**config.mk**
```make
export PLATFORM = sky130hd
export DESIGN_NAME = conv_scheduler_flat
export DESIGN_NICKNAME = d
export VERILOG_FILES = /design/src/rtl/conv_pkg.sv /design/src/rtl/conv_scheduler_if.sv /design/src/rtl/conv_index_counter.sv /design/src/rtl/conv_scheduler.sv /design/src/flat_wrapper.sv
export SDC_FILE = /design/constraint.sdc
export NUM_CORES = 1
export LEC_CHECK = 0
export ABC_CLOCK_PERIOD_IN_PS = 1950
export BUFFER_PORTS_ARGS = -buffer_cell sky130_fd_sc_hd__buf_2
export CAP_MARGIN = 10
export CORE_MARGIN = 2
export CORE_UTILIZATION = 49
export CTS_BUF_LIST = sky130_fd_sc_hd__clkbuf_4
export DETAILED_ROUTE_END_ITERATION = 10
export PLACE_DENSITY = 0.82
export SLEW_MARGIN = 10
export SYNTH_ARGS = -nofsm -noshare
export SYNTH_HDL_FRONTEND = slang
export SYNTH_SLANG_ARGS = --single-unit
```
**constraint.sdc**
```tcl
create_clock -name clk -period 1.95 [get_ports clk]
set_input_delay 0.4875 -clock clk [delete_from_list [all_inputs] [get_ports clk]]
set_output_delay 0.4875 -clock clk [all_outputs]
set_load 0.03 [all_outputs]
```
**src/rtl/conv_pkg.sv**
```systemverilog
// Shared layer geometry and scheduler state encoding for the convolution
// window scheduler and its index counter.
package conv_pkg;

   localparam int IMG_W    = 32;
   localparam int K        = 5;
   localparam int NUM_FILT = 6;
   localparam int DATA_W   = 16;

   localparam int OUT_W  = IMG_W - K + 1;
   localparam int ROW_W  = $clog2(OUT_W);
   localparam int FILT_W = $clog2(NUM_FILT);
   localparam int ADDR_W = $clog2(NUM_FILT * OUT_W * OUT_W);

   localparam logic [2:0] S_IDLE  = 3'd0;
   localparam logic [2:0] S_ISSUE = 3'd1;
   localparam logic [2:0] S_WAIT  = 3'd2;
   localparam logic [2:0] S_WRITE = 3'd3;
   localparam logic [2:0] S_DONE  = 3'd4;

   // Named view of the same encoding, handy when probing the state register.
   typedef enum logic [2:0] {
      IDLE  = S_IDLE,
      ISSUE = S_ISSUE,
      WAIT  = S_WAIT,
      WRITE = S_WRITE,
      DONE  = S_DONE
   } sched_state_t;

endpackage

```
**src/rtl/conv_scheduler_if.sv**
```systemverilog
// Layer handshake, engine request/response and output-buffer write bundle.
// master = scheduler side, slave = layer control + engine + buffer side.
interface conv_scheduler_if;
   import conv_pkg::*;

   logic              start;
   logic              abort;
   logic              busy;
   logic              done;
   logic              err;
   logic              eng_start;
   logic [ROW_W-1:0]  eng_row;
   logic [ROW_W-1:0]  eng_col;
   logic [FILT_W-1:0] eng_filt;
   logic              eng_done;
   logic [DATA_W-1:0] eng_result;
   logic              wr_en;
   logic [ADDR_W-1:0] wr_addr;
   logic [DATA_W-1:0] wr_data;

   modport master (
      input  start, abort, eng_done, eng_result,
      output busy, done, err, eng_start, eng_row, eng_col, eng_filt,
             wr_en, wr_addr, wr_data
   );

   modport slave (
      output start, abort, eng_done, eng_result,
      input  busy, done, err, eng_start, eng_row, eng_col, eng_filt,
             wr_en, wr_addr, wr_data
   );

endinterface

```
**src/rtl/conv_index_counter.sv**
```systemverilog
// Nested col/row/filt output-pixel counters with a flat address that simply
// increments alongside them, so no multiplier is needed for the buffer address.
module conv_index_counter
   import conv_pkg::*;
(
   input  logic              clk,
   input  logic              reset,
   input  logic              i_clear,
   input  logic              i_advance,
   output logic [FILT_W-1:0] o_filt,
   output logic [ROW_W-1:0]  o_row,
   output logic [ROW_W-1:0]  o_col,
   output logic [ADDR_W-1:0] o_addr,
   output logic              o_last
);

   localparam logic [ROW_W-1:0]  POS_MAX  = ROW_W'(OUT_W - 1);
   localparam logic [FILT_W-1:0] FILT_MAX = FILT_W'(NUM_FILT - 1);

   logic [FILT_W-1:0] r_filt;
   logic [ROW_W-1:0]  r_row;
   logic [ROW_W-1:0]  r_col;
   logic [ADDR_W-1:0] r_addr;
   logic              w_col_wrap;
   logic              w_row_wrap;

   assign w_col_wrap = (r_col == POS_MAX);
   assign w_row_wrap = (r_row == POS_MAX);

   always_ff @(posedge clk or negedge reset) begin
      if (!reset) begin
         r_filt <= '0;
         r_row  <= '0;
         r_col  <= '0;
         r_addr <= '0;
      end else if (i_clear) begin
         r_filt <= '0;
         r_row  <= '0;
         r_col  <= '0;
         r_addr <= '0;
      end else if (i_advance) begin
         r_addr <= r_addr + 1'b1;
         if (w_col_wrap) begin
            r_col <= '0;
            if (w_row_wrap) begin
               r_row  <= '0;
               r_filt <= r_filt + 1'b1;
            end else begin
               r_row <= r_row + 1'b1;
            end
         end else begin
            r_col <= r_col + 1'b1;
         end
      end
   end

   assign o_filt = r_filt;
   assign o_row  = r_row;
   assign o_col  = r_col;
   assign o_addr = r_addr;
   assign o_last = (r_filt == FILT_MAX) && w_row_wrap && w_col_wrap;

endmodule

```
**src/rtl/conv_scheduler.sv**
```systemverilog
// Walks one shared window MAC engine over every (filter,row,col) output pixel,
// one request in flight at a time, and writes each result to the flat buffer.
module conv_scheduler
   import conv_pkg::*;
#(
   parameter int TIMEOUT = 64
) (
   input logic              clk,
   input logic              reset,
   conv_scheduler_if.master bus
);

   localparam int               TMO_W    = (TIMEOUT > 1) ? $clog2(TIMEOUT) : 1;
   localparam logic [TMO_W-1:0] TMO_LAST = TMO_W'(TIMEOUT - 1);

   logic [2:0]        r_state;
   logic [2:0]        w_next;
   logic [TMO_W-1:0]  r_tmo;
   logic              r_err;
   logic [DATA_W-1:0] r_wdata;

   logic              w_clear;
   logic              w_adv;
   logic              w_cap;
   logic              w_tmo;
   logic              w_last;
   logic [FILT_W-1:0] w_filt;
   logic [ROW_W-1:0]  w_row;
   logic [ROW_W-1:0]  w_col;
   logic [ADDR_W-1:0] w_addr;

   conv_index_counter u_idx (
      .clk       (clk),
      .reset     (reset),
      .i_clear   (w_clear),
      .i_advance (w_adv),
      .o_filt    (w_filt),
      .o_row     (w_row),
      .o_col     (w_col),
      .o_addr    (w_addr),
      .o_last    (w_last)
   );

   // abort outranks engine completion and timeout in every active state.
   assign w_clear = (r_state == S_IDLE)  && bus.start;
   assign w_cap   = (r_state == S_WAIT)  && !bus.abort && bus.eng_done;
   assign w_tmo   = (r_state == S_WAIT)  && !bus.abort && !bus.eng_done && (r_tmo == TMO_LAST);
   assign w_adv   = (r_state == S_WRITE) && !bus.abort && !w_last;

   always_comb begin
      w_next = r_state;
      case (r_state)
         S_IDLE:  if (bus.start) w_next = S_ISSUE;
         S_ISSUE: w_next = bus.abort ? S_IDLE : S_WAIT;
         S_WAIT: begin
            if (bus.abort || w_tmo) w_next = S_IDLE;
            else if (bus.eng_done)  w_next = S_WRITE;
         end
         S_WRITE: begin
            if (bus.abort)   w_next = S_IDLE;
            else if (w_last) w_next = S_DONE;
            else             w_next = S_ISSUE;
         end
         S_DONE:  w_next = S_IDLE;
         default: w_next = S_IDLE;
      endcase
   end

   always_ff @(posedge clk or negedge reset) begin
      if (!reset) begin
         r_state <= S_IDLE;
         r_tmo   <= '0;
         r_err   <= 1'b0;
         r_wdata <= '0;
      end else begin
         r_state <= w_next;
         if (r_state == S_ISSUE)     r_tmo <= '0;
         else if (r_state == S_WAIT) r_tmo <= r_tmo + 1'b1;
         if (w_clear)    r_err <= 1'b0;
         else if (w_tmo) r_err <= 1'b1;
         if (w_cap) r_wdata <= bus.eng_result;
      end
   end

   // Strobes decode straight from the state register; indices stay put from
   // ISSUE through WRITE because the counter only moves on leaving WRITE.
   assign bus.busy      = (r_state == S_ISSUE) || (r_state == S_WAIT) || (r_state == S_WRITE);
   assign bus.done      = (r_state == S_DONE);
   assign bus.err       = r_err;
   assign bus.eng_start = (r_state == S_ISSUE);
   assign bus.eng_filt  = w_filt;
   assign bus.eng_row   = w_row;
   assign bus.eng_col   = w_col;
   assign bus.wr_en     = (r_state == S_WRITE);
   assign bus.wr_addr   = w_addr;
   assign bus.wr_data   = r_wdata;

endmodule

```
**src/flat_wrapper.sv**
```systemverilog
// flat-port wrapper written by rule: the top's interface ports become plain ports
module conv_scheduler_flat import conv_pkg::*;
#(
   parameter int TIMEOUT = 64
)
  (clk, reset, bus_start, bus_abort, bus_eng_done, bus_eng_result, bus_busy, bus_done, bus_err, bus_eng_start, bus_eng_row, bus_eng_col, bus_eng_filt, bus_wr_en, bus_wr_addr, bus_wr_data);
  conv_scheduler_if bus_i ();
  input logic clk;
  input logic reset;
  input wire logic [$bits(bus_i.start)-1:0] bus_start;
  input wire logic [$bits(bus_i.abort)-1:0] bus_abort;
  input wire logic [$bits(bus_i.eng_done)-1:0] bus_eng_done;
  input wire logic [$bits(bus_i.eng_result)-1:0] bus_eng_result;
  output wire logic [$bits(bus_i.busy)-1:0] bus_busy;
  output wire logic [$bits(bus_i.done)-1:0] bus_done;
  output wire logic [$bits(bus_i.err)-1:0] bus_err;
  output wire logic [$bits(bus_i.eng_start)-1:0] bus_eng_start;
  output wire logic [$bits(bus_i.eng_row)-1:0] bus_eng_row;
  output wire logic [$bits(bus_i.eng_col)-1:0] bus_eng_col;
  output wire logic [$bits(bus_i.eng_filt)-1:0] bus_eng_filt;
  output wire logic [$bits(bus_i.wr_en)-1:0] bus_wr_en;
  output wire logic [$bits(bus_i.wr_addr)-1:0] bus_wr_addr;
  output wire logic [$bits(bus_i.wr_data)-1:0] bus_wr_data;
  assign bus_i.start = bus_start;
  assign bus_i.abort = bus_abort;
  assign bus_i.eng_done = bus_eng_done;
  assign bus_i.eng_result = bus_eng_result;
  assign bus_busy = bus_i.busy;
  assign bus_done = bus_i.done;
  assign bus_err = bus_i.err;
  assign bus_eng_start = bus_i.eng_start;
  assign bus_eng_row = bus_i.eng_row;
  assign bus_eng_col = bus_i.eng_col;
  assign bus_eng_filt = bus_i.eng_filt;
  assign bus_wr_en = bus_i.wr_en;
  assign bus_wr_addr = bus_i.wr_addr;
  assign bus_wr_data = bus_i.wr_data;
  conv_scheduler #(.TIMEOUT(TIMEOUT)) u_core (.clk(clk), .reset(reset), .bus(bus_i));
endmodule
```
# After elaboration in Yosys (flattened, before gate mapping)
# Index checks and enable logic that the tools add are counted.
[word_totals] reg_bits=52 input_bits=21
[op_classes] add_sub_neg=5 n_eq_ne=10 n_mux=24 n_reduce_logical=24
[op_table] op="2-to-1 mux 5 bit" n=7
[op_table] op="2-to-1 mux 3 bit" n=9
[op_table] op="2-to-1 mux 13 bit" n=2
[op_table] op="adder 13 x 1 -> 13 bit (second input constant)" n=1
[op_table] op="2-to-1 mux 6 bit" n=2
[op_table] op="one-hot mux 3 bit (4 select lines)" n=1
[op_table] op="adder 5 x 1 -> 5 bit (second input constant)" n=2
[op_table] op="equality test 5 bit (second input constant)" n=2
[op_table] op="nonzero test 2 bit" n=5
[op_table] op="logical AND 1 bit" n=9
[op_table] op="adder 6 x 1 -> 6 bit (second input constant)" n=1
[op_table] op="equality test 3 x 2 -> 1 bit (second input constant)" n=2
[op_table] op="equality test 3 bit (second input constant)" n=2
[op_table] op="equality test 6 bit (second input constant)" n=1
[op_table] op="AND reduction 2 bit" n=2
[op_table] op="adder 3 x 1 -> 3 bit (second input constant)" n=1
[op_table] op="equality test 3 x 1 -> 1 bit (second input constant)" n=1
[op_table] op="logical NOT 1 bit" n=3
[op_table] op="logical NOT 3 bit" n=1
[op_table] op="logical OR 1 bit" n=3
[op_table] op="inequality test 3 bit (second input constant)" n=1
[op_table] op="AND reduction 3 bit" n=1
[op_table] op="2-to-1 mux 1 bit" n=2
[op_table] op="2-to-1 mux 2 bit" n=1
[op_table] op="inequality test 2 bit (second input constant)" n=1

# Logic depth before layout (Yosys ltp)
# Gate-level depths: netlist of the first run.
[depth] depth_word=7 mapped_depth=7 ltp_nobuf=6

# Modules after synthesis
# A second synthesis of the first run with hierarchy kept.
[hier_totals] cells_unflattened=235 area_unflattened_um2=2642.5
[modules_own_cells] mod="conv_index_counter" instances=1 cells_each=147 area_per_inst_um2=1445.1
[modules_own_cells] mod="conv_scheduler" instances=1 cells_each=88 area_per_inst_um2=1197.4

# Worst setup path after synthesis of the first run
# OpenSTA, ideal clock, no wires.
[synth_path] path_kind="reg2reg" startpoint="register u_core.u_idx.r_row[0] (netlist: u_core.u_idx.o_row[0])" endpoint="register u_core.u_idx.r_addr[5] (netlist: u_core.u_idx.o_addr[5])" setup_ps=78 t_arrival_ps=1982 required_ps=1872 path_slack_ps=-110 path_stages_with_launch=7 path_buffers=1 path_cell_list="dfrtp_1 -> ha_1 -> and4b_1 -> buf_6 -> a31o_4 -> or4_1 -> a21oi_1"
[synth_between] elab_chain_len=6
[synth_lines] item="start, declared" line_no="conv_index_counter.sv:21" rtl="logic [ROW_W-1:0] r_row;"
[synth_lines] item="start signal, assigned" line_no="conv_index_counter.sv:49" rtl="r_row <= r_row + 1'b1;"
[synth_lines] item="equality test 5 bit" line_no="conv_index_counter.sv:28" rtl="assign w_row_wrap = (r_row == POS_MAX);"
[synth_lines] item="logical AND 1 bit (2 in a row)" line_no="conv_index_counter.sv:61" rtl="assign o_last = (r_filt == FILT_MAX) && w_row_wrap && w_col_wrap;"
[synth_lines] item="logical NOT 1 bit" line_no="conv_scheduler.sv:48" rtl="assign w_adv = (r_state == S_WRITE) && !bus.abort && !w_last;"
[synth_lines] item="logical AND 1 bit" line_no="conv_scheduler.sv:48"
[synth_lines] item="nonzero test 2 bit (no source line)"
[synth_lines] item="end signal, assigned" line_no="conv_index_counter.sv:42" rtl="r_addr <= r_addr + 1'b1;"
[synth_lines] item="end, declared" line_no="conv_index_counter.sv:23" rtl="logic [ADDR_W-1:0] r_addr;"
# Every way passes these cells.
# A chain may end at the register's enable or synchronous reset.

# Final worst setup path of the first run
[layout_path] startpoint="register u_core.r_state[2]" endpoint="output bus_eng_start"
[layout_between] elab_chain_len=1
[layout_lines] item="start, declared" line_no="conv_scheduler.sv:16" rtl="logic [2:0] r_state;"
[layout_lines] item="start signal, assigned" line_no="conv_scheduler.sv:76" rtl="r_state <= w_next;"
[layout_lines] item="equality test 3 x 1 -> 1 bit" line_no="conv_scheduler.sv:90" rtl="assign bus.eng_start = (r_state == S_ISSUE);"
[layout_lines] item="end, declared" line_no="flat_wrapper.sv:17" rtl="output wire logic [$bits(bus_i.eng_start)-1:0] bus_eng_start;"
# Every way passes these cells.

==> results of run 1 <==
-- synthesized netlist by cell type (3+ instances only) --
cell / instances
inv_1: 8
mux2_1: 9
nand3_1: 15
clkbuf_1: 3
or3_1: 3
mux2i_1: 6
nand2_1: 21
dfrtp_1: 52
nor2_1: 9
a21oi_1: 13
mux2_2: 7
o211ai_1: 4
or4_1: 4
o21ai_0: 10
o31ai_1: 8
a31oi_1: 3
ha_1: 6
nand4_1: 4
-- state kept, by name, summed over array words and instances (netlist names) --
| signal | flops |
|---|---|
| u_core.u_idx.o_filt | 3 |
| u_core.u_idx.o_row | 5 |
| u_core.r_state | 3 |
| u_core.bus.err | 1 |
| u_core.bus.wr_data | 16 |
| u_core.u_idx.o_addr | 13 |
| u_core.r_tmo | 6 |
| u_core.u_idx.o_col | 5 |
-- power by group through the flow --
stage | Combinational (mW) | Clock, mW | Sequential (mW)
after floorplan | 0.469 | 0 | 1.83
after global placement | 1.23 | 0 | 1.46
after detailed placement | 1.24 | 0 | 1.48
after CTS | 1.33 | 0.777 | 1.44
after global routing | 1.46 | 0.816 | 1.47
final | 1.34 | 0.754 | 1.43
-- placed cells by master, fill, tap and decap left out, types with 3 or more instances in the layout --
master	n
nand4_1	4
buf_2	65
a31oi_1	3
mux2_2	7
clkbuf_4	5
mux2i_1	6
o21ai_0	10
a21oi_1	13
buf_4	15
dfrtp_1	45
or3_1	3
mux2_1	9
inv_1	7
or4_1	3
nand3_1	15
ha_1	4
dfrtp_2	7
o31ai_1	8
nor2_1	8
o211ai_1	4
nand2_1	21
-- critical path: stages, from the launching register on --
cell     delay [ns]
dfrtp_2        0.43
or3b_4         0.42
inv_2          0.08
buf_6          0.13
-- through the flow --
stage / setup WS [ns] / instances / TNS, ns
3_5_place_dp: 0.05841 / 362 / 0
2_1_floorplan: 0.004598 / 227 / 0
5_1_grt: -0.007609 / 377 / -0.009815
6_report: 0.02961 / 377 / 0
4_1_cts: 0.02498 / 373 / 0
3_3_place_gp: 0.1113 / 362 / 0
-- kinds of logic (layout without fill, tap and decap cells) --
logic type / Yosys count / after routing / share of synthesized area
and+or+nand+nor: 81 / 81 / 0.1834
DFF: 52 / 52 / 0.5226
AOI/OAI and AO/OA: 47 / 47 / 0.1251
muxes: 22 / 22 / 0.09649
buffers and inverters: 15 / 98 / 0.02814
adders and majority gates: 6 / 6 / 0.03015
xor gates and xnor gates: 4 / 4 / 0.01407
-- worst min path at each step --
stage | from | endpoint | slack [ns]
6_report | reset | u_core.r_state[0] | 0.07
3_5_place_dp | u_core.bus.wr_data[7] | u_core.bus.wr_data[7] | 0.48
3_3_place_gp | u_core.u_idx.o_addr[12] | u_core.u_idx.o_addr[12] | 0.46
5_1_grt | reset | u_core.bus.wr_data[13] | 0.08
4_1_cts | reset | u_core.r_tmo[5] | 0.08
2_1_floorplan | reset | u_core.bus.err | 0.19
-- area by class of cell --
type,instances,share of cell area
clock inverters,3,0.02172
clock buffers,5,0.01185
repair buffers,82,0.1481
inverters,8,0.009479
well taps,67,0.02646
flip-flops and latches,52,0.4135
multi-input cells,160,0.3689
-- per-layer routing --
layer / global-route usage / vias to the layer above / routed length, µm
li1: - / 1004 / -
met1: 0.2578 / 1023 / 2368
met2: 0.3266 / 56 / 2665
met3: 0.04418 / 9 / 319
met4: 0.05653 / 0 / 73
met5: 0 / - / 0
-- timing repair --
item	4_1_cts	5_1_grt
pin swaps	0	2
buffers inserted	3	4
endpoints found under the setup margin	1	4
hold buffers	0	0
resized for setup	8	5
==> summary.md, run 1 <==
| Metric | Value |
|---|---|
| Via count of the first global-routing pass | 1939 |
| Sequential cell fraction of total power | 0.406 |
| Area of placed instances | 0.002978 mm² |
| Power Density | 1114 mW/mm² |
| Layout Area Growth over Synthesis | 27.24% |
| Storage cell area | 0.001310 mm² |
| Hold Violations, Final | 0 |
| Clk Tree Root Cell | clkbuf_4 |
| Number of antenna violations at the first check in global routing | 0 |
| Fraction of the cycle the final worst path needs | 0.9848 |
| Clock share of power | 0.214 |
| Worst-case clock buffer depth | 2 |
| Starting density of the core | 0.5169 |
| Estimated wirelength of the detail-placed design | 3.910 mm |
| Startpoint class of the critical path | flip-flop |
| Kind of critical path | reg2out |
| Routed wire length | 5.426 mm |
| Tightest Hold Check Type | in2async |
| Measured slew at the worst slew-check pin | 0.5514 ns |
| Clock insertion delay at the later pin of the skew report | 0.37 ns |
| Area of combinational cells with multiple inputs | 0.001169 mm² |
| 1st-pass router iterations | 4 |
| GRT Residual Overflow | 0 |
| Reg-to-reg startpoint | u_core.u_idx.o_col[0] |
| Vias post-DR | 2092 |
| Die outline area | 0.005668 mm² |
| Top cells by area, synth | dfrtp_1 52%, mux2_1 4.1%, mux2_2 3.2%, nand2_1 3.2%, ha_1 3.0% |
| Fill cell count | 416 |
| Maximum operating frequency | 0.5207 GHz |
| Count of different cell masters after synthesis | 48 |
| Fraction of layout instances using a drive strength above 1 | 0.3710 |
| Switching share of power | 0.3833 |
| Detailed-route vias per instance | 5.549 |
| Number of setup violations in the final report | 0 |
| First element of the critical path | u_core.r_state[2] |
| Wire length of the first global-routing pass | 8.514 mm |
| Synthesized instance count | 227 |
| Num ports | 68 |
| Post-synthesis async set-or-reset flop share | 1.000 |
| Sinks on Clock Net | 52 |
| Peak fanout along the critical path | 4 |
| Final routed DRC violation total | 0 |
| Total GRT Usage | 0.1961 |
| Reg-to-reg slack, setup | 0.05 ns |
| Prevailing post-synth register cell | dfrtp_1 |
| Post-route total power | 3.529 mW |
| Routed len/inst | 14.39 µm |
| Synth Cell Area | 0.002490 mm² |
| Largest net degree at the start of global routing | 53 |
| Height of the chip | 75.29 µm |
| Design internal power | 2.176 mW |
| Combinational power share | 0.380 |
| Number of warnings reported in the yosys synthesis log | 0 |
| Worst endpoint required time | 1.46 ns |
| Min cycle time layout | 1.920 ns |
| Worst-case reg-to-reg path depth | 5 |
| TritonCTS clock tree | built |
| Post-route cell area | 0.003168 mm² |
| Max H-tree Level | 2 |
| Net count of the mapped netlist | 254 |
| Run status | finished, final reports clean |
| Data arrival time of the worst path | 1.43 ns |
| Number of violations of the max-capacitance limit | 0 |
| Final RePlAce weighted congestion | 0.8333 |
| Slew margin rel. | 0.6316 |
| Total clock buffers created by CTS | 5 |
| Mean area per synthesized cell | 10.97 µm² |
| Post-layout utilization of the core | 0.6577 |
| Number of synthesized flops with an enable pin | 0 |
| 1st-iter DRT viols | 98 |
| Share of the synthesized area in the top cell type | 0.5226 |
| LEAKAGE | 1.540 nW |
| Slew Limit Fails | 0 |
| Worst slack on hold paths | 0.07112 ns |
| Width of the die | 75.29 µm |
| Core Region | 0.004817 mm² |
| Input/output buffers | 67 |
| Worst clock skew | 0.007580 ns |
| Crit path to | bus_eng_start |
| # diodes | 0 |
| Endpoint type of the worst setup path | output port |
| NetSw | 1.352 mW |
| Flip-flop and latch count after synthesis | 52 |
| Setup repair after global routing missed its margin | yes |
| Clock transition at the registers of the reported paths | 0.15 ns |
| Rows | 25 |
| Net count of the finished layout | 336 |
| Reg-to-Reg End | u_core.u_idx.o_addr[5] |
| Post-route antenna net violation count | 0 |
| Cell type with the largest total area after synthesis | dfrtp_1 |
| Highest ir drop seen on vdd | 0.5074 mV |
| Fraction of the yosys area taken by sequential cells | 0.5226 |
Power figures use the tool's default switching activity.
==> run 2: changes to the inputs <==
--- a/config.mk
+++ b/config.mk
@@ -9,10 +9,9 @@
 export BUFFER_PORTS_ARGS = -buffer_cell sky130_fd_sc_hd__buf_2
 export CAP_MARGIN = 10
 export CORE_MARGIN = 2
-export CORE_UTILIZATION = 49
-export CTS_BUF_LIST = sky130_fd_sc_hd__clkbuf_4
+export CORE_UTILIZATION = 47
 export DETAILED_ROUTE_END_ITERATION = 10
-export PLACE_DENSITY = 0.82
+export PLACE_DENSITY = 0.8
 export SLEW_MARGIN = 10
 export SYNTH_ARGS = -nofsm -noshare
 export SYNTH_HDL_FRONTEND = slang
==> run 2 against run 1 <==
Compared with the run above:
- sequential cell count did not move
- global-route usage rose by 0.068 points
- clock skew rose by 0.0019 ns
- worst hold slack improved by 0.085 ns
- setup slack improved by 0.021 ns
- clock-buffer cell count rose by 1
- cell area fell by 0.51%
- combinational power barely moved
- final cell count rose by 0.80%
- via count fell by 0.91%
- sequential share of layout area rose by 0.21 points
- critical endpoint unchanged
- utilization fell by 4.1 points
==> summary.md, run 2 (synthesis results as in run 1) <==
| Metric | Value |
|---|---|
| Run status | finished, final reports clean |
| Startpoint class of the critical path | flip-flop |
| Fraction of the cycle the final worst path needs | 0.9740 (-0.01077) |
| Input/output buffers | 67 (unchanged) |
| GRT Residual Overflow | 0 (unchanged) |
| Net count of the finished layout | 336 (unchanged) |
| Reg-to-Reg End | u_core.u_idx.o_addr[9] |
| Estimated wirelength of the detail-placed design | 3.964 mm (+1.4%) |
| Detailed-route vias per instance | 5.455 (-1.7%) |
| Setup repair after global routing missed its margin | no |
| Largest net degree at the start of global routing | 53 (unchanged) |
| Number of antenna violations at the first check in global routing | 0 (unchanged) |
| Clock insertion delay at the later pin of the skew report | 0.31 ns (-0.06 ns) |
| Clock transition at the registers of the reported paths | 0.10 ns (-0.05 ns) |
| Worst-case clock buffer depth | 2 (unchanged) |
| Max H-tree Level | 2 (unchanged) |
| Worst clock skew | 0.009527 ns (+0.001947 ns) |
| Reg-to-reg slack, setup | 0.07 ns (+0.02 ns) |
| Via count of the first global-routing pass | 2063 (+6.4%) |
| Vias post-DR | 2073 (-0.91%) |
| Reg-to-reg startpoint | u_core.u_idx.o_row[0] |
| Width of the die | 76.79 µm (+2.0%) |
| Worst path bufs/invs | 2 (unchanged) |
| CP Cell Sequence | or3b_4 -> inv_2 -> buf_6 |
| Worst endpoint required time | 1.46 ns (about the same) |
| Number of setup violations in the final report | 0 (unchanged) |
| Kind of critical path | reg2out |
| Measured slew at the worst slew-check pin | 0.4600 ns (-0.09139 ns) |
| Top library cells by usage in the layout, fill and taps aside | 66 x buf_2, 45 x dfrtp_1, 21 x nand2_1 |
| Tightest Hold Check Type | in2async |
| # diodes | 0 (unchanged) |
| Slew Limit Fails | 0 (unchanged) |
| Delay of the slowest cell on the worst path | 0.45 ns (+0.02 ns) |
| Library cell contributing the largest single delay on the critical path | dfrtp_2 |
| Final setup TNS | 0 ns (unchanged) |
| Height of the chip | 76.79 µm (+2.0%) |
| TritonCTS clock tree | built |
| Data arrival time of the worst path | 1.41 ns (-0.02 ns) |
| Highest ir drop seen on vdd | 0.8292 mV (+63%) |
| Final RePlAce weighted congestion | 0.8457 (+1.5%) |
| Category of cells accounting for the largest share of critical-path delay | flip-flops |
| Min cycle time layout | 1.899 ns (-0.02100 ns) |
| Wire length of the first global-routing pass | 9.384 mm (+10%) |
| Starting density of the core | 0.4875 (-0.02938) |
| Die outline area | 0.005896 mm² (+4.0%) |
| 1st-pass router iterations | 4 (unchanged) |
| Maximum operating frequency | 0.5265 GHz (+1.1%) |
| Num ports | 68 (unchanged) |
| Final routed DRC violation total | 0 (unchanged) |
| Cts-stage hold buffer count | 0 (unchanged) |
| 1st-iter DRT viols | 101 (+3.1%) |
| Total GRT Usage | 0.1968 (+0.0006820) |
| Finished Layout Cells | 380 (+0.80%) |
| Sinks on Clock Net | 52 (unchanged) |
| Power Density | 1093 mW/mm² (-1.8%) |
| Rows | 26 (+4.0%) |
| LEAKAGE | 1.535 nW (-0.32%) |
| Post-route antenna net violation count | 0 (unchanged) |
| Clk Tree Root Cell | clkbuf_8 |
| Flip-flop count of the largest register after layout | 16 (unchanged) |
| Most common library cell in the layout ignoring fill and taps | buf_2 |
| Total clock buffers created by CTS | 5 (unchanged) |
| Layout Area Growth over Synthesis | 26.58% |
| Hold Violations, Final | 0 (unchanged) |
| Fraction of layout instances using a drive strength above 1 | 0.3677 (-0.003226) |
| Total placed cells including tap cells | 368 (+1.7%) |
| Endpoint type of the worst setup path | output port |
| Core Region | 0.005107 mm² (+6.0%) |
| Routed len/inst | 14.41 µm (+0.14%) |
| Routed wire length | 5.477 mm (+0.94%) |
| Slew margin rel. | 0.6920 (+0.06038) |
| Peak fanout along the critical path | 5 (+1) |
| Worst-case reg-to-reg path depth | 5 (unchanged) |
| Number of violations of the max-capacitance limit | 0 (unchanged) |
==> run 2: cell types whose count changed in the layout (fill, tap and decap cells not counted), sizes merged <==
cell	delta
clkbuf	+1
clkinv	+1
bufinv	-2
==> run 2: where the power goes <==
part	leakage (nW)	switching, mW	internal (mW)
logic	0.800	0.855	0.471
registers	0.683	0.156	1.30
clock network	0.0516	0.372	0.291
total	1.54	1.38	2.06
==> run 2: how the worst max path moves through the flow <==
stage	end	slack (ns)	start	depth (start not counted)
after global routing	u_core.u_idx.o_addr[11]	0.003	u_core.u_idx.o_row[0]	5
after floorplan	u_core.u_idx.o_addr[5]	0.005	u_core.u_idx.o_col[0]	6
after CTS	bus_eng_start	0.02	u_core.r_state[1]	3
after detailed placement	u_core.u_idx.o_addr[11]	0.09	bus_abort	5
final	bus_eng_start	0.05	u_core.r_state[1]	3
after global placement	u_core.u_idx.o_addr[9]	0.10	bus_abort	5
==> run 2: layer usage <==
layer	vias to the layer above	GRT usage	wire length, µm
met5	-	0	0
met4	0	0.06545	84
met3	7	0.03647	191
met2	33	0.3509	2839
met1	1028	0.2390	2362
li1	1005	-	-
==> run 2: stage by stage <==
stage | hold WS [ns] | power (mW) | setup slack [ns] | cell area (µm²) | utilization
floorplan | 0.1919 | 2.299 | 0.004598 | 2520 | -
global placement | 0.4539 | 2.709 | 0.1020 | 3004 | 0.5882
detailed placement | 0.4716 | 2.752 | 0.09426 | 3004 | 0.5882
CTS | 0.1658 | 3.453 | 0.01529 | 3139 | 0.6147
global route | 0.1757 | 3.627 | 0.003465 | 3152 | 0.6171
finish | 0.1559 | 3.446 | 0.05061 | 3152 | 0.6171
==> run 2: layout make-up <==
class                           instances  area, µm²
Timing Repair Buffer                   82      466.7
Clock inverter                          2      13.76
Tap cell                               70      87.58
Fill cell                             429       1956
Multi-Input combinational cell        160       1161
Clock buffer                            6      82.58
Inverter                                8      30.03
Sequential cell                        52       1310
==> run 2: what timing repair did <==
| item | CTS | global route |
|---|---|---|
| setup buffers | 4 | 0 |
| resized for setup | 5 | 4 |
| setup endpoints to repair | 1 | 5 |
| pin swaps | 0 | 0 |
==> run 2: worst reg2reg max path: stages (launching register included) <==
cell	delay, ns
dfrtp_2	0.45
ha_4	0.18
and4b_1	0.22
a31o_4	0.29
or4_1	0.51
a21oi_1	0.16
==> run 3: changes to the inputs <==
--- a/config.mk
+++ b/config.mk
@@ -5,13 +5,13 @@
 export SDC_FILE = /design/constraint.sdc
 export NUM_CORES = 1
 export LEC_CHECK = 0
-export ABC_CLOCK_PERIOD_IN_PS = 1950
+export ABC_CLOCK_PERIOD_IN_PS = 1800
 export BUFFER_PORTS_ARGS = -buffer_cell sky130_fd_sc_hd__buf_2
 export CAP_MARGIN = 10
 export CORE_MARGIN = 2
-export CORE_UTILIZATION = 47
+export CORE_UTILIZATION = 52
 export DETAILED_ROUTE_END_ITERATION = 10
-export PLACE_DENSITY = 0.8
+export PLACE_DENSITY = 0.83
 export SLEW_MARGIN = 10
 export SYNTH_ARGS = -nofsm -noshare
 export SYNTH_HDL_FRONTEND = slang
==> constraint.sdc (replaced) <==
create_clock -name clk -period 1.8 [get_ports clk]
set_input_delay 0.45 -clock clk [delete_from_list [all_inputs] [get_ports clk]]
set_output_delay 0.45 -clock clk [all_outputs]
set_load 0.03 [all_outputs]
==> run 3 against run 2 <==
Compared with the run above:
- the run now ends with setup timing left
- routed wire length up 19%
- clock-buffer cell count unchanged
- highest routed layer unchanged
- critical endpoint is now u_core.u_idx.o_row[2]
- clock skew down 0.0025 ns
- sequential share of layout area down 2.9 points
- via count up 11%
==> summary.md, run 3 (synthesis results as in run 1) <==
| Metric | Value |
|---|---|
| Data arrival time of the worst path | 2.06 ns (+0.65 ns) |
| Worst-case clock buffer depth | 2 (unchanged) |
| Post-route total power | 3.938 mW (+14%) |
| Number of violations of the max-capacitance limit | 0 (unchanged) |
| Slew Limit Fails | 0 (unchanged) |
| LEAKAGE | 1.651 nW (+7.5%) |
| TritonCTS clock tree | built |
| Routed len/inst | 16.93 µm (+17%) |
| Layout Area Growth over Synthesis | 35.83% |
| Fraction of the cycle the final worst path needs | 1.040 |
| Net count of the finished layout | 357 (+6.3%) |
| Setup repair after global routing missed its margin | yes |
| Min cycle time layout | 1.872 ns |
| Measured slew at the worst slew-check pin | 0.5206 ns (+0.06054 ns) |
| Cts-stage hold buffer count | 0 (unchanged) |
| Design internal power | 2.356 mW (+14%) |
| Core Region | 0.004661 mm² (-8.7%) |
| Storage cell area | 0.001308 mm² (-0.19%) |
| Width of the die | 73.20 µm (-4.7%) |
| Starting density of the core | 0.5342 (+0.04672) |
| Hold Violations, Final | 0 (unchanged) |
| Clock transition at the registers of the reported paths | 0.10 ns (about the same) |
| Run status | finished with violations |
| Worst slack, placed | 0.001918 ns (-0.09234 ns) |
| CP Cell Sequence | buf_6 -> buf_6 -> and4bb_4 -> o211ai_1 -> o211ai_1 -> o31ai_2 |
| Wire length of the first global-routing pass | 9.763 mm (+4.0%) |
| GRT Residual Overflow | 0 (unchanged) |
| Post-route cell area | 0.003382 mm² (+7.3%) |
| Input/output buffers | 67 (unchanged) |
| # diodes | 0 (unchanged) |
| Num ports | 68 (unchanged) |
| Tightest Hold Check Type | in2async |
| NetSw | 1.582 mW (+14%) |
| Total GRT Usage | 0.2365 (+0.03966) |
| Final routed DRC violation total | 0 (unchanged) |
| Library cell contributing the largest single delay on the critical path | dfrtp_2 |
| Combinational power share | 0.423 (+0.038) |
| Delay of the slowest cell on the worst path | 0.44 ns (about the same) |
| Largest net degree at the start of global routing | 24 (-55%) |
| Clock insertion delay at the later pin of the skew report | 0.31 ns (about the same) |
| Max H-tree Level | 2 (unchanged) |
| Sinks on Clock Net | 52 (unchanged) |
| 1st-pass router iterations | 4 (unchanged) |
| Area of combinational cells with multiple inputs | 0.001250 mm² (+7.7%) |
| Number of antenna violations at the first check in global routing | 0 (unchanged) |
| Final RePlAce weighted congestion | 0.8331 (-1.5%) |
| Rows | 25 (-3.8%) |
| 1st-iter DRT viols | 136 (+35%) |
| Fill cell count | 333 (-22%) |
| Area of placed instances | 0.003069 mm² (+2.2%) |
| Clk Tree Root Cell | clkbuf_8 |
| Estimated wirelength of the detail-placed design | 4.343 mm (+9.6%) |
| Fin worst setup slack | -0.07220 ns (-0.1228 ns) |
| Die outline area | 0.005358 mm² (-9.1%) |
| Detailed-route vias per instance | 5.956 (+9.2%) |
| Maximum operating frequency | 0.5341 GHz |
| Vias post-DR | 2293 (+11%) |
| Clock share of power | 0.181 (-0.011) |
| Flip-flop count of the largest register after layout | 16 (unchanged) |
| Top library cells by usage in the layout, fill and taps aside | 65 x buf_2, 47 x dfrtp_1, 30 x buf_4 |
| Worst-case reg-to-reg path depth | 6 (+1) |
| Violated checks | setup timing |
| Post-route antenna net violation count | 0 (unchanged) |
| Kind of critical path | reg2reg |
| Height of the chip | 73.20 µm (-4.7%) |
| Power Density | 1164 mW/mm² (+6.5%) |
| Number of setup violations in the final report | 6 (+6) |
| Peak fanout along the critical path | 7 (+2) |
| Startpoint class of the critical path | flip-flop |
| Most common library cell in the layout ignoring fill and taps | buf_2 |
| Via count of the first global-routing pass | 2099 (+1.7%) |
| Switching share of power | 0.4017 (about the same) |
| Routed wire length | 6.517 mm (+19%) |
| Sequential cell fraction of total power | 0.396 (-0.027) |
| Total clock buffers created by CTS | 5 (unchanged) |
| Highest ir drop seen on vdd | 0.7794 mV (-6.0%) |
| Slew margin rel. | 0.6514 (-0.04054) |
| Fraction of layout instances using a drive strength above 1 | 0.4502 (+0.08241) |
| Worst clock skew | 0.006985 ns (-0.002542 ns) |
| Endpoint type of the worst setup path | flip-flop |
| Worst endpoint required time | 1.99 ns (+0.53 ns) |
-- run 3: changes by cell type in the layout (fill, tap and decap cells not counted), moves of 3 or more --
cell / delta
a21oi_2: +5
a21oi_1: -5
nor2_1: -3
or4_4: +4
or4_1: -4
buf_4: +16
buf_6: +6
-- run 3: path summary, 6_finish.rpt --
kind                                              start                      end  slack, ns
worst max-delay path                  u_core.r_state[2]    u_core.u_idx.o_row[2]      -0.07
worst min-delay path                              reset  u_core.u_idx.o_addr[11]       0.02
worst max register to register        u_core.r_state[2]    u_core.u_idx.o_row[2]      -0.07
worst min register to register  u_core.u_idx.o_addr[12]  u_core.u_idx.o_addr[12]       0.49
max in group asynchronous                         reset   u_core.u_idx.o_addr[6]       1.17
min in group clk                     bus_eng_result[15]   u_core.bus.wr_data[15]       0.34
-- run 3: routing by layer --
| metal | global-route usage | share of wire | vias to the layer above |
|---|---|---|---|
| met2 | 0.3844 | 0.52 | 95 |
| li1 | - | - | 1043 |
| met5 | 0 | 0 | - |
| met1 | 0.3120 | 0.40 | 1142 |
| met3 | 0.04696 | 0.055 | 13 |
| met4 | 0.09053 | 0.020 | 0 |
-- run 3: what timing repair did --
item,4_1_cts,5_1_grt
setup endpoints to repair,4,37
gates cloned,0,1
pin swaps,3,10
buffers inserted,6,5
hold endpoints to repair,0,0
resized for setup,13,23
-- run 3: layout make-up --
type | instances | area share
Clock buffer | 6 | 0.02442
Inverter | 8 | 0.008879
Tap cell | 54 | 0.01998
Timing Repair Buffer | 102 | 0.1861
Multi-Input combinational cell | 161 | 0.3696
Clock inverter | 2 | 0.004440
Sequential cell | 52 | 0.3866
-- run 3: stage by stage --
step | TNS (ns) | hold WS, ns | cells | util
2_1_floorplan | -0.3922 | 0.1544 | 227 | -
3_3_place_gp | 0 | 0.3681 | 365 | 0.6585
3_5_place_dp | 0 | 0.3701 | 365 | 0.6585
4_1_cts | -0.05352 | 0.02928 | 379 | 0.6983
5_1_grt | -0.9561 | 0.03800 | 385 | 0.7256
6_report | -0.1441 | 0.02468 | 385 | 0.7256
-- run 3: worst max-delay path: cells and delay by family (launching register included) --
family          cells  cell delay, ns
flops               1            0.44
compound gates      3            0.68
buf+inv             2            0.25
simple gates        1            0.38
-- run 3: power by group through the flow --
| stage | clock (mW) | combinational, mW | sequential [mW] |
|---|---|---|---|
| global placement | 0 | 1.41 | 1.57 |
| global route | 0.768 | 1.77 | 1.59 |
| detailed placement | 0 | 1.45 | 1.58 |
| floorplan | 0 | 0.510 | 1.98 |
| finish | 0.712 | 1.67 | 1.56 |
| CTS | 0.716 | 1.56 | 1.55 |
